### src/rtl/sm3_expnd_core_pkg.sv
// Shared SM3 constants, word type, expansion FSM states and the ROTL/P1 helpers.
package sm3_expnd_core_pkg;

  localparam int WORD_W    = 32;
  localparam int BLK_WORDS = 16;
  localparam int ROUNDS    = 64;

  typedef logic [WORD_W-1:0] word_t;

  typedef enum logic [1:0] {
    ST_IDLE  = 2'd0,
    ST_LOAD  = 2'd1,
    ST_EXPND = 2'd2
  } expnd_st_e;

  function automatic word_t rotl(input word_t x, input int unsigned n);
    return (x << n) | (x >> (WORD_W - n));
  endfunction

  function automatic word_t p1(input word_t x);
    return x ^ rotl(x, 15) ^ rotl(x, 23);
  endfunction

endpackage

### src/rtl/sm3_expnd_core_if.sv
// Pad-output word channel (upstream) and W_j/W'_j round-word channel (downstream).
interface sm3_expnd_core_if #(parameter int INPT_DW = 32);

  logic [INPT_DW-1:0] pad_otpt_d;
  logic               pad_otpt_vld;
  logic               pad_otpt_lst;
  logic               pad_otpt_ena;

  logic [31:0]        expnd_wj;
  logic [31:0]        expnd_wjj;
  logic               expnd_vld;
  logic               expnd_lst;
  logic               expnd_rdy;

  modport master (
    output pad_otpt_d, pad_otpt_vld, pad_otpt_lst, expnd_rdy,
    input  pad_otpt_ena, expnd_wj, expnd_wjj, expnd_vld, expnd_lst
  );

  modport slave (
    input  pad_otpt_d, pad_otpt_vld, pad_otpt_lst, expnd_rdy,
    output pad_otpt_ena, expnd_wj, expnd_wjj, expnd_vld, expnd_lst
  );

endinterface

### src/rtl/sm3_expnd_core_w_gen.sv
// Combinational SM3 expansion step: produces W_{j+16} from five window taps.
module sm3_expnd_w_gen
  import sm3_expnd_core_pkg::*;
(
  input  word_t w0,
  input  word_t w3,
  input  word_t w7,
  input  word_t w10,
  input  word_t w13,
  output word_t w16
);

  assign w16 = p1(w0 ^ w7 ^ rotl(w13, 15)) ^ rotl(w3, 7) ^ w10;

endmodule

### src/rtl/sm3_expnd_core.sv
// SM3 message expansion: buffers a padded block in a 16-word window and emits W_j/W'_j.
// Optional output register stage selected by defining SM3_EXPND_OTPT_REG_EN.
//
// state    | meaning
// ST_IDLE  | waiting for the first beat of a block, ena high
// ST_LOAD  | shifting beats into the window until the block is complete
// ST_EXPND | emitting W_j/W'_j for j = 0..63, ena low
module sm3_expnd_core
  import sm3_expnd_core_pkg::*;
#(
  parameter int INPT_DW = 32
) (
  input logic             clk,
  input logic             rst_n,
  sm3_expnd_core_if.slave bus
);

  localparam int WPB   = INPT_DW / WORD_W;
  localparam int BEATS = BLK_WORDS / WPB;
  localparam logic [3:0] LAST_BEAT = 4'(BEATS - 1);

  expnd_st_e  state, state_nxt;
  word_t      win [BLK_WORDS];
  logic [3:0] beat_cnt;
  logic [5:0] j_cnt;
  logic       blk_lst;

  logic  pad_ena, acc, last_beat, last_rnd;
  logic  core_vld, core_rdy, core_hs, core_lst;
  word_t core_wj, core_wjj, w_new;

  assign acc       = bus.pad_otpt_vld & pad_ena;
  assign last_beat = (beat_cnt == LAST_BEAT);
  assign last_rnd  = (j_cnt == 6'd63);
  assign core_hs   = core_vld & core_rdy;

  always_ff @(posedge clk or negedge rst_n) begin
    if (!rst_n) state <= ST_IDLE;
    else        state <= state_nxt;
  end

  always_comb begin
    state_nxt = state;
    case (state)
      ST_IDLE, ST_LOAD: if (acc) state_nxt = last_beat ? ST_EXPND : ST_LOAD;
      ST_EXPND:         if (core_hs && last_rnd) state_nxt = ST_IDLE;
      default:          state_nxt = ST_IDLE;
    endcase
  end

  always_comb begin
    pad_ena  = 1'b1;
    core_vld = 1'b0;
    if (state == ST_EXPND) begin
      pad_ena  = 1'b0;
      core_vld = 1'b1;
    end
  end

  sm3_expnd_w_gen u_w_gen (
    .w0  (win[0]),
    .w3  (win[3]),
    .w7  (win[7]),
    .w10 (win[10]),
    .w13 (win[13]),
    .w16 (w_new)
  );

  // Earlier words enter at the high slots so the first word ends up in slot 0.
  always_ff @(posedge clk or negedge rst_n) begin
    if (!rst_n) begin
      for (int i = 0; i < BLK_WORDS; i++) win[i] <= '0;
    end else if (acc) begin
      for (int i = 0; i < BLK_WORDS - WPB; i++) win[i] <= win[i+WPB];
      for (int k = 0; k < WPB; k++)
        win[BLK_WORDS-WPB+k] <= bus.pad_otpt_d[INPT_DW-1-WORD_W*k -: WORD_W];
    end else if (core_hs) begin
      for (int i = 0; i < BLK_WORDS - 1; i++) win[i] <= win[i+1];
      win[BLK_WORDS-1] <= w_new;
    end
  end

  always_ff @(posedge clk or negedge rst_n) begin
    if (!rst_n) begin
      beat_cnt <= '0;
      j_cnt    <= '0;
      blk_lst  <= 1'b0;
    end else begin
      if (acc) beat_cnt <= last_beat ? 4'd0 : beat_cnt + 4'd1;
      if (core_hs) j_cnt <= j_cnt + 6'd1;
      if (acc && last_beat)          blk_lst <= bus.pad_otpt_lst;
      else if (core_hs && last_rnd)  blk_lst <= 1'b0;
    end
  end

  assign core_wj  = win[0];
  assign core_wjj = win[0] ^ win[4];
  assign core_lst = blk_lst & last_rnd & core_vld;
  assign bus.pad_otpt_ena = pad_ena;

`ifdef SM3_EXPND_OTPT_REG_EN
  logic  o_vld, o_lst;
  word_t o_wj, o_wjj;

  // Register refills whenever it is empty or being drained, so stalls lose nothing.
  assign core_rdy = ~o_vld | bus.expnd_rdy;

  always_ff @(posedge clk or negedge rst_n) begin
    if (!rst_n) begin
      o_vld <= 1'b0;
      o_lst <= 1'b0;
      o_wj  <= '0;
      o_wjj <= '0;
    end else if (core_rdy) begin
      o_vld <= core_vld;
      o_lst <= core_lst;
      if (core_vld) begin
        o_wj  <= core_wj;
        o_wjj <= core_wjj;
      end
    end
  end

  assign bus.expnd_vld = o_vld;
  assign bus.expnd_lst = o_lst;
  assign bus.expnd_wj  = o_wj;
  assign bus.expnd_wjj = o_wjj;
`else
  assign core_rdy      = bus.expnd_rdy;
  assign bus.expnd_vld = core_vld;
  assign bus.expnd_lst = core_lst;
  assign bus.expnd_wj  = core_wj;
  assign bus.expnd_wjj = core_wjj;
`endif

endmodule

### src/flat_wrapper.sv
// flat-port wrapper written by rule: the top's interface ports become plain ports
module sm3_expnd_core_flat import sm3_expnd_core_pkg::*;
#(
  parameter int INPT_DW = 32
)
  (clk, rst_n, bus_pad_otpt_d, bus_pad_otpt_vld, bus_pad_otpt_lst, bus_expnd_rdy, bus_pad_otpt_ena, bus_expnd_wj, bus_expnd_wjj, bus_expnd_vld, bus_expnd_lst);
  sm3_expnd_core_if #(.INPT_DW(INPT_DW)) bus_i ();
  input logic clk;
  input logic rst_n;
  input wire logic [$bits(bus_i.pad_otpt_d)-1:0] bus_pad_otpt_d;
  input wire logic [$bits(bus_i.pad_otpt_vld)-1:0] bus_pad_otpt_vld;
  input wire logic [$bits(bus_i.pad_otpt_lst)-1:0] bus_pad_otpt_lst;
  input wire logic [$bits(bus_i.expnd_rdy)-1:0] bus_expnd_rdy;
  output wire logic [$bits(bus_i.pad_otpt_ena)-1:0] bus_pad_otpt_ena;
  output wire logic [$bits(bus_i.expnd_wj)-1:0] bus_expnd_wj;
  output wire logic [$bits(bus_i.expnd_wjj)-1:0] bus_expnd_wjj;
  output wire logic [$bits(bus_i.expnd_vld)-1:0] bus_expnd_vld;
  output wire logic [$bits(bus_i.expnd_lst)-1:0] bus_expnd_lst;
  assign bus_i.pad_otpt_d = bus_pad_otpt_d;
  assign bus_i.pad_otpt_vld = bus_pad_otpt_vld;
  assign bus_i.pad_otpt_lst = bus_pad_otpt_lst;
  assign bus_i.expnd_rdy = bus_expnd_rdy;
  assign bus_pad_otpt_ena = bus_i.pad_otpt_ena;
  assign bus_expnd_wj = bus_i.expnd_wj;
  assign bus_expnd_wjj = bus_i.expnd_wjj;
  assign bus_expnd_vld = bus_i.expnd_vld;
  assign bus_expnd_lst = bus_i.expnd_lst;
  sm3_expnd_core #(.INPT_DW(INPT_DW)) u_core (.clk(clk), .rst_n(rst_n), .bus(bus_i));
endmodule
### config.mk
export PLATFORM = sky130hd
export DESIGN_NAME = sm3_expnd_core_flat
export DESIGN_NICKNAME = d
export VERILOG_FILES = /design/src/rtl/sm3_expnd_core_pkg.sv /design/src/rtl/sm3_expnd_core_if.sv /design/src/rtl/sm3_expnd_core_w_gen.sv /design/src/rtl/sm3_expnd_core.sv /design/src/flat_wrapper.sv
export SDC_FILE = /design/constraint.sdc
export NUM_CORES = 1
export LEC_CHECK = 0
export CORE_MARGIN = 10
export CORE_UTILIZATION = 48
export CTS_CLUSTER_SIZE = 25
export DETAILED_ROUTE_END_ITERATION = 16
export GPL_ROUTABILITY_DRIVEN = 0
export PLACE_DENSITY = 0.66
export SLEW_MARGIN = 15
export SYNTH_ARGS = -nofsm -noshare
export SYNTH_HDL_FRONTEND = slang
export SYNTH_HIERARCHICAL = 1
export SYNTH_SLANG_ARGS = --single-unit
### constraint.sdc
create_clock -name clk -period 3.4 [get_ports clk]
set_input_delay 0.34 -clock clk [delete_from_list [all_inputs] [get_ports clk]]
set_output_delay 0.34 -clock clk [all_outputs]
set_load 0.01 [all_outputs]
# Yosys cells after proc, flatten, opt, wreduce, memory -nomap -nowiden
# Index checks and enable logic that the tools add are counted.
# Widths: inputs -> output; s select.
# classes
n_addsub	2
eq_ne	6
mux	11
bitwise_logic	15
reduce_logical	7
# op_table
cell	n
$mux 512	2
$xor 32x32->32	7
$or 32x15->32	2
$or 32x23->32	1
$or 32x7->32	1
$add 6x1->6 const B	1
$eq 6x6->1 const B	1
$mux 2	3
$add 4x1->4 const B	1
$and 1x1->1	4
$eq 4x4->1 const B	1
$mux 1	4
$mux 4	1
$ne 2x1->1 const B	2
$pmux 2 s2	1
$reduce_bool 2->1	2
$eq 2x1->1 const B	1
$eq 2x2->1 const B	1
$logic_and 1x1->1	2
$logic_not 2->1	1
$reduce_and 2->1	1
$reduce_or 2->1	1
# word_totals
ff_bits	525
elab_cells	61

# Logic depth before layout (Yosys ltp)
# Gate-level depths: netlist (run 1).
# depth
depth_word	9
mapped_depth	7

# Modules after synthesis
# Netlist (run 1), hierarchy kept.
# by_module_without_submodules
mod	n_inst	cells_each	area_each_um2	seq_area_each_um2
sm3_expnd_core	1	1325	22310.1	13137.6
sm3_expnd_w_gen	1	160	1873.0	0.0

# Worst setup path after synthesis (run 1)
# OpenSTA, ideal clock, no wires.
# synth_timing
path_type	register to output
startpoint	register u_core.state[0]
endpoint	output port bus_expnd_lst
arrival_ns	1.479
path_slack_ns	1.581
path_stages_with_launch	6
path_buffers	2
cell_sequence	dfrtp_1 > and2b_1 > clkbuf_1 > clkbuf_1 > nand2_1 > nor3_1
# synth_via
elab_chain_len	3
# synth_rtl
item	line_no	rtl
start: declaration	sm3_expnd_core.sv:22	expnd_st_e state, state_nxt;
start signal: assignment	sm3_expnd_core.sv:39	else state <= state_nxt;
$eq 2x2->1	sm3_expnd_core.sv:54	if (state == ST_EXPND) begin
$mux 1	sm3_expnd_core.sv:54	
named net bus_expnd_vld	flat_wrapper.sv:17	output wire logic [$bits(bus_i.expnd_vld)-1:0] bus_expnd_vld;
$and 1x1->1	sm3_expnd_core.sv:98	assign core_lst = blk_lst & last_rnd & core_vld;
end: declaration	flat_wrapper.sv:18	output wire logic [$bits(bus_i.expnd_lst)-1:0] bus_expnd_lst;
# The timed path passes the listed nets, and every way through them passes these cells.

# Worst setup path in the final report (run 1)
# layout_timing
startpoint	register u_core.state[1]
endpoint	output port bus_pad_otpt_ena
# layout_via
elab_chain_len	2
# layout_rtl
item	line_no	rtl
$eq 2x2->1	sm3_expnd_core.sv:54	
$mux 1	sm3_expnd_core.sv:54	
end: declaration	flat_wrapper.sv:14	output wire logic [$bits(bus_i.pad_otpt_ena)-1:0] bus_pad_otpt_ena;
# Every way passes these cells.

==> impl_metrics.toml, run 1 <==
[outcome]
status = "completed"

[synth]
ys_types = 34
synth_fp_nets = 1524
synth.cell_area_um2 = 24200
synthCells = 1485
ys_seq_elements = 525
ys_seq_area_share_pct = 54.3
yosysWarnings = 6
avgSynthCellArea_um2 = 16.3

[cells_and_area]
nNetsFinal = 1596
area_growth_pct = 13.4
post-route-util_pct = 54.9
n_antenna_cell = 0
drive_gt1_share_pct = 37.4
stdcell_area_um2 = 27400

[clocking]
postCtsSetupBuffers = 0
clk_latency_ns = 0.60
cts_root_buf = "clkbuf_16"
cts_tree = "yes"
path_clk_slew_ns = 0.06
clock_sinks = 525
clk_path_buf_depth = 3
htree_levels = 2
numCtsBuffers = 53

[timing]
relSlewSlack_pct = 33.8
period_needed_ns = 2.83
fin_skew_ns = 0.0122
grt_setup_unrepaired = "no"
hold_viol = 0
tns_ns = 0
post-route-worst-setup-slack_ns = 0.571
worst_pin_slew_ns = 0.992
fmax_mhz = 354
drv_slew = 0
setup_viol_count_final = 0
finalCritPeriodShare_pct = 83.2

[power]
p_int_mw = 22.2
power_density_nw_per_um2 = 1250
seq_power_share_pct = 36.3
clkPwrFrac_pct = 18.5
ir_drop_mv = 0.764
p_comb_share_pct = 45.2
switching_share_pct = 35.5
p_sw_mw = 12.2
p_leak_nw = 12.5

[floorplan]
fp.dieH_um = 244
design.die.area_um2 = 59800
initial_core_util_pct = 48.4
design.core.area_um2 = 50000
die_x_um = 244
placementRows = 82
ios = 104

[route]
vias_per_cell = 5.31
routed_wl_um = 51600
ant_nets = 0
drc = 0
dr.pass1.iters = 4
vias = 12100
wl_per_cell_um = 22.7
initialDrtViolationCount = 893

[setup_path]
crit_path_start = "u_core/state[1]"
reg2reg_slack_ns = 1.05
worstSetupPathType = "reg -> out"
cp.arrival_ns = 2.49
r2r_cells = 5
required_ns = 3.06
start_kind = "flop"
rr_startpoint = "u_core/state[1]"
cp-end-kind = "output port"
crit_fanout = 34
r2r_end = "u_core/win[460]"

[flow_run]
max_cap_viol_count = 0

[min_path]
whs_path_depth = 3
hold_path.class = "in -> reg"
worstHoldEndpoint = "u_core/win[81]"
hp-start = "bus_pad_otpt_vld"

[grt]
grt_pass1_wl_um = 80800
grt_max_degree = 116
antenna_found_initial = 0
grt_pass1_vias = 12600
gr-total-overflow = 0
grt.total_usage_pct = 17.4

[place]
dp_hpwl_um = 35300
placed_area_um2 = 25500
dp_slack_ns = 0.979
port_buffers = 103
==> cell families (layout without fill, tap and decap cells) <==
logic type	Yosys count	count (layout)	synth area share, %
compound gates	105	105	2.74
xor+xnor	198	198	9.12
fa+ha+maj	2	2	0.103
buf+inv	120	235	3.92
flops	525	525	54.3
mux	483	483	28.7
simple gates	52	52	1.10
==> state kept, by name (all words and copies together) (netlist names) <==
signal	count
u_core/beat_cnt	4
u_core/blk_lst	1
u_core/bus.expnd_wj	32
u_core/j_cnt	6
u_core/state	2
u_core/win	480
==> cell usage in the layout (no fill, tap or decap), drive strengths merged, types with 2 or more instances in the layout <==
| cell | n |
|---|---|
| a211oi | 32 |
| a21oi | 3 |
| a31oi | 32 |
| buf | 30 |
| bufinv | 10 |
| clkbuf | 72 |
| clkdlybuf4s50 | 101 |
| clkinv | 12 |
| clkinvlp | 4 |
| dfrtp | 525 |
| ha | 2 |
| inv | 5 |
| mux2 | 482 |
| nand2 | 5 |
| nand3 | 36 |
| nand4 | 2 |
| nor3 | 4 |
| o21ai | 33 |
| o41ai | 3 |
| xnor2 | 101 |
| xnor3 | 32 |
| xor2 | 65 |
==> worst max path at each step <==
stage | cells after the start | endpoint
final | 4 | bus_pad_otpt_ena
after global routing | 4 | bus_pad_otpt_ena
after CTS | 4 | bus_pad_otpt_ena
after detailed placement | 5 | u_core/win[470]
after global placement | 5 | u_core/win[470]
after floorplan | 5 | bus_expnd_lst
==> power groups by stage <==
stage               clock network, mW  logic (mW)  registers, mW
floorplan                           0        11.3           11.2
global placement                    0        15.2           12.5
detailed placement                  0        15.3           12.6
CTS                              6.51        15.4           12.5
global route                     6.77        16.4           12.9
finish                           6.36        15.5           12.5
==> critical path, cell delays in order (launching register included) <==
cell and delay [ns]:
dfrtp_1 0.40, and2b_1 0.19, inv_2 0.27, buf_4 0.40, clkdlybuf4s50_1 0.62
==> per-stage QoR <==
stage               hold slack, ns  power [mW]  std cells
finish                       0.283        34.4       2272
global route                 0.271        36.1       2272
CTS                          0.257        34.5       2272
detailed placement           0.467        27.9       2173
global placement             0.453        27.6       2173
floorplan                   0.0444        22.5       1485
==> what timing repair did <==
item | CTS | global route
hold buffers | 1 | 0
resized for setup | 0 | 0
hold endpoints to repair | 102 | 0
==> Yosys cell counts (all sizes together) <==
cell	instances	area [um^2]
a21o	1	7.51
buf	92	842
mux2i	1	10.0
nand2	5	18.8
and3b	1	8.76
a31oi	32	200
o21ai	33	165
nor3	4	20.0
xnor2	101	885
o32ai	1	8.76
xor2	65	569
nand4	2	12.5
and2b	1	7.51
nand3	36	180
clkbuf	23	86.3
inv	4	15.0
o41ai	3	26.3
a211oi	32	240
clkinv	1	3.75
nor2	1	3.75
xnor3	32	752
dfrtp	525	13100
or3	1	6.26
or4	1	7.51
mux2	482	6930
a21oi	3	15.0
ha	2	25.0
==> metal layers <==
| metal | track usage [%] | vias up | routed length (um) |
|---|---|---|---|
| li1 | - | 5361 | - |
| met1 | 25.1 | 6369 | 24200 |
| met2 | 26.5 | 270 | 23700 |
| met3 | 3.28 | 66 | 2610 |
| met4 | 4.29 | 0 | 997 |
| met5 | 0 | - | 0 |
==> area by class of cell <==
type,count,area [um^2]
Inverter,5,18.8
Clock buffer,72,1520
Sequential cell,525,13100
Tap cell,672,841
Timing Repair Buffer,132,1380
Fill cell,3956,22600
Multi-Input combinational cell,840,10100
Clock inverter,26,402
No activity file was read; power rests on OpenSTA's default activity.
==> run 2, diff against run 1 <==
- PLACE_DENSITY: 0.66 -> 0.68
- clock period: 3.4 -> 2.36 ns (I/O delays scaled with it)
==> run 2 against run 1 <==
  * Worst setup slack worse by 0.41 ns
  * Critical endpoint is now bus_expnd_wjj[0]
  * Sequential power up 44%
  * Highest routed layer unchanged
  * Die area unchanged
  * First-iteration DRC count up 11%
  * Core utilization up 0.51 points
  * Critical path type unchanged
==> impl_metrics.toml, run 2 (synthesis gave the netlist of run 1 again) <==
[power]
p_leak_nw = 12.6
power_density_nw_per_um2 = 1770
ir_drop_mv = 1.07

[cells_and_area]
final_cell_mix = "525 x dfrtp_1, 400 x mux2_4, 101 x xnor2_1, 99 x clkdlybuf4s50_1, 65 x xor2_1"
drive_gt1_share_pct = 38.4
nNetsFinal = 1620
largest-register = "u_core/win"
n_antenna_cell = 0
largest_reg_flops = 480
area_growth_pct = 14.4
final_common_cell = "dfrtp_1"

[clocking]
clk_path_buf_depth = 3
cts_root_buf = "clkbuf_16"
htree_levels = 2
path_clk_slew_ns = 0.06
clk_latency_ns = 0.60
numCtsBuffers = 53
clock_sinks = 525
cts_tree = "yes"

[setup_path]
r2r_end = "u_core/win[10]"
worst_path_max_delay_cell = "clkdlybuf4s50_1"
crit_chain = "xor2_1 > clkdlybuf4s50_1"
cp-end-kind = "output port"
crit_buf_inv = 1
worstSetupPathType = "reg -> out"
cp.arrival_ns = 1.97
r2r_cells = 5
start_kind = "flop"
reg2reg_slack_ns = 0.18
required_ns = 2.12
cpPeakStageDelay_ns = 0.62
critical-path-top-delay-family = "buffers and inverters"
rr_startpoint = "u_core/bus.expnd_wj[19]"
crit_fanout = 4

[timing]
fmax_mhz = 454
tns_ns = 0
hold_viol = 0
worst_pin_slew_ns = 0.553
grt_setup_unrepaired = "no"
finalCritPeriodShare_pct = 93.3
setup_viol_count_final = 0
fin_skew_ns = 0.0146
drv_slew = 0
relSlewSlack_pct = 62.8
period_needed_ns = 2.20
hold_slack_ns = 0.0922

[route]
vias_per_cell = 5.31
vias = 12200
dr.pass1.iters = 5
wl_per_cell_um = 22.5
routed_wl_um = 51700
drc = 0
ant_nets = 0
initialDrtViolationCount = 995

[grt]
antenna_found_initial = 1
grt.total_usage_pct = 17.5
grt_pass1_wl_um = 81000
grt_pass1_vias = 13000
gr-total-overflow = 0
grt_max_degree = 79

[flow_run]
max_cap_viol_count = 0

[floorplan]
initial_core_util_pct = 48.4
design.core.area_um2 = 50000
die_x_um = 244
design.die.area_um2 = 59800
fp.dieH_um = 244
placementRows = 82
ios = 104

[min_path]
worstHoldEndpoint = "u_core/state[0]"
hp-start = "bus_pad_otpt_vld"
whs_path_depth = 3
hold_path.class = "in -> reg"

[place]
port_buffers = 103
dp_hpwl_um = 36500

[outcome]
status = "completed"
==> run 2: what timing repair did <==
item                       CTS  global route
resized for setup            6             0
setup buffers                0             0
hold endpoints to repair    62             0
hold buffers                 1             0
setup endpoints to repair    2             0
==> run 2: how the worst max path moves through the flow <==
stage / from / to / slack [ns] / cells past startpoint
4_1_cts: u_core/bus.expnd_wj[0] / bus_expnd_wjj[0] / 0.03 / 2
6_report: u_core/bus.expnd_wj[0] / bus_expnd_wjj[0] / 0.16 / 2
3_3_place_gp: bus_expnd_rdy / u_core/win[445] / 0.16 / 6
3_5_place_dp: bus_expnd_rdy / u_core/win[445] / 0.12 / 6
2_1_floorplan: u_core/state[0] / u_core/win[405] / 0.64 / 6
5_1_grt: u_core/bus.expnd_wj[0] / bus_expnd_wjj[0] / 0.05 / 2
==> run 2: final cells by class <==
| cell class | instances | area (um^2) |
|---|---|---|
| clock inverter | 21 | 139 |
| fill | 3941 | 22300 |
| clock buffer | 76 | 1590 |
| inverter | 5 | 18.8 |
| tap | 672 | 841 |
| sequential | 525 | 13100 |
| multi-input combinational | 840 | 10100 |
| timing repair buffer | 156 | 1830 |
==> run 2: per-stage QoR <==
step                      area [um^2]  instances  worst slack [ns]  power (mW)  util (%)
final                           27700       2295             0.157        48.9      55.4
after floorplan                 24200       1485             0.644        32.4         -
after global placement          25900       2197             0.162        39.9      51.9
after CTS                       27700       2295            0.0257        48.9      55.4
after detailed placement        25900       2197             0.121        40.2      51.9
after global routing            27700       2295            0.0495        51.2      55.4
==> run 2: power by group <==
part           switching (mW)  internal (mW)  leakage [nW]
Clock                    3.50           4.76         0.866
Sequential               4.43           13.6          6.08
Combinational            9.81           12.8          5.68
Total                    17.7           31.2          12.6
==> run 2: worst register-to-register path: cells and delay by family (launching register included) <==
| kind | cells | cell delay [ns] |
|---|---|---|
| xor gates and xnor gates | 3 | 1.25 |
| AOI/OAI and AO/OA | 2 | 0.41 |
| DFF | 1 | 0.44 |
==> run 2: metal layers <==
| layer | part of all wire (%) | track usage, % | up-vias |
|---|---|---|---|
| met2 | 46 | 26.9 | 297 |
| met5 | 0 | 0 | - |
| li1 | - | - | 5408 |
| met1 | 45 | 23.9 | 6410 |
| met4 | 2.6 | 5.68 | 0 |
| met3 | 6.0 | 4.28 | 78 |
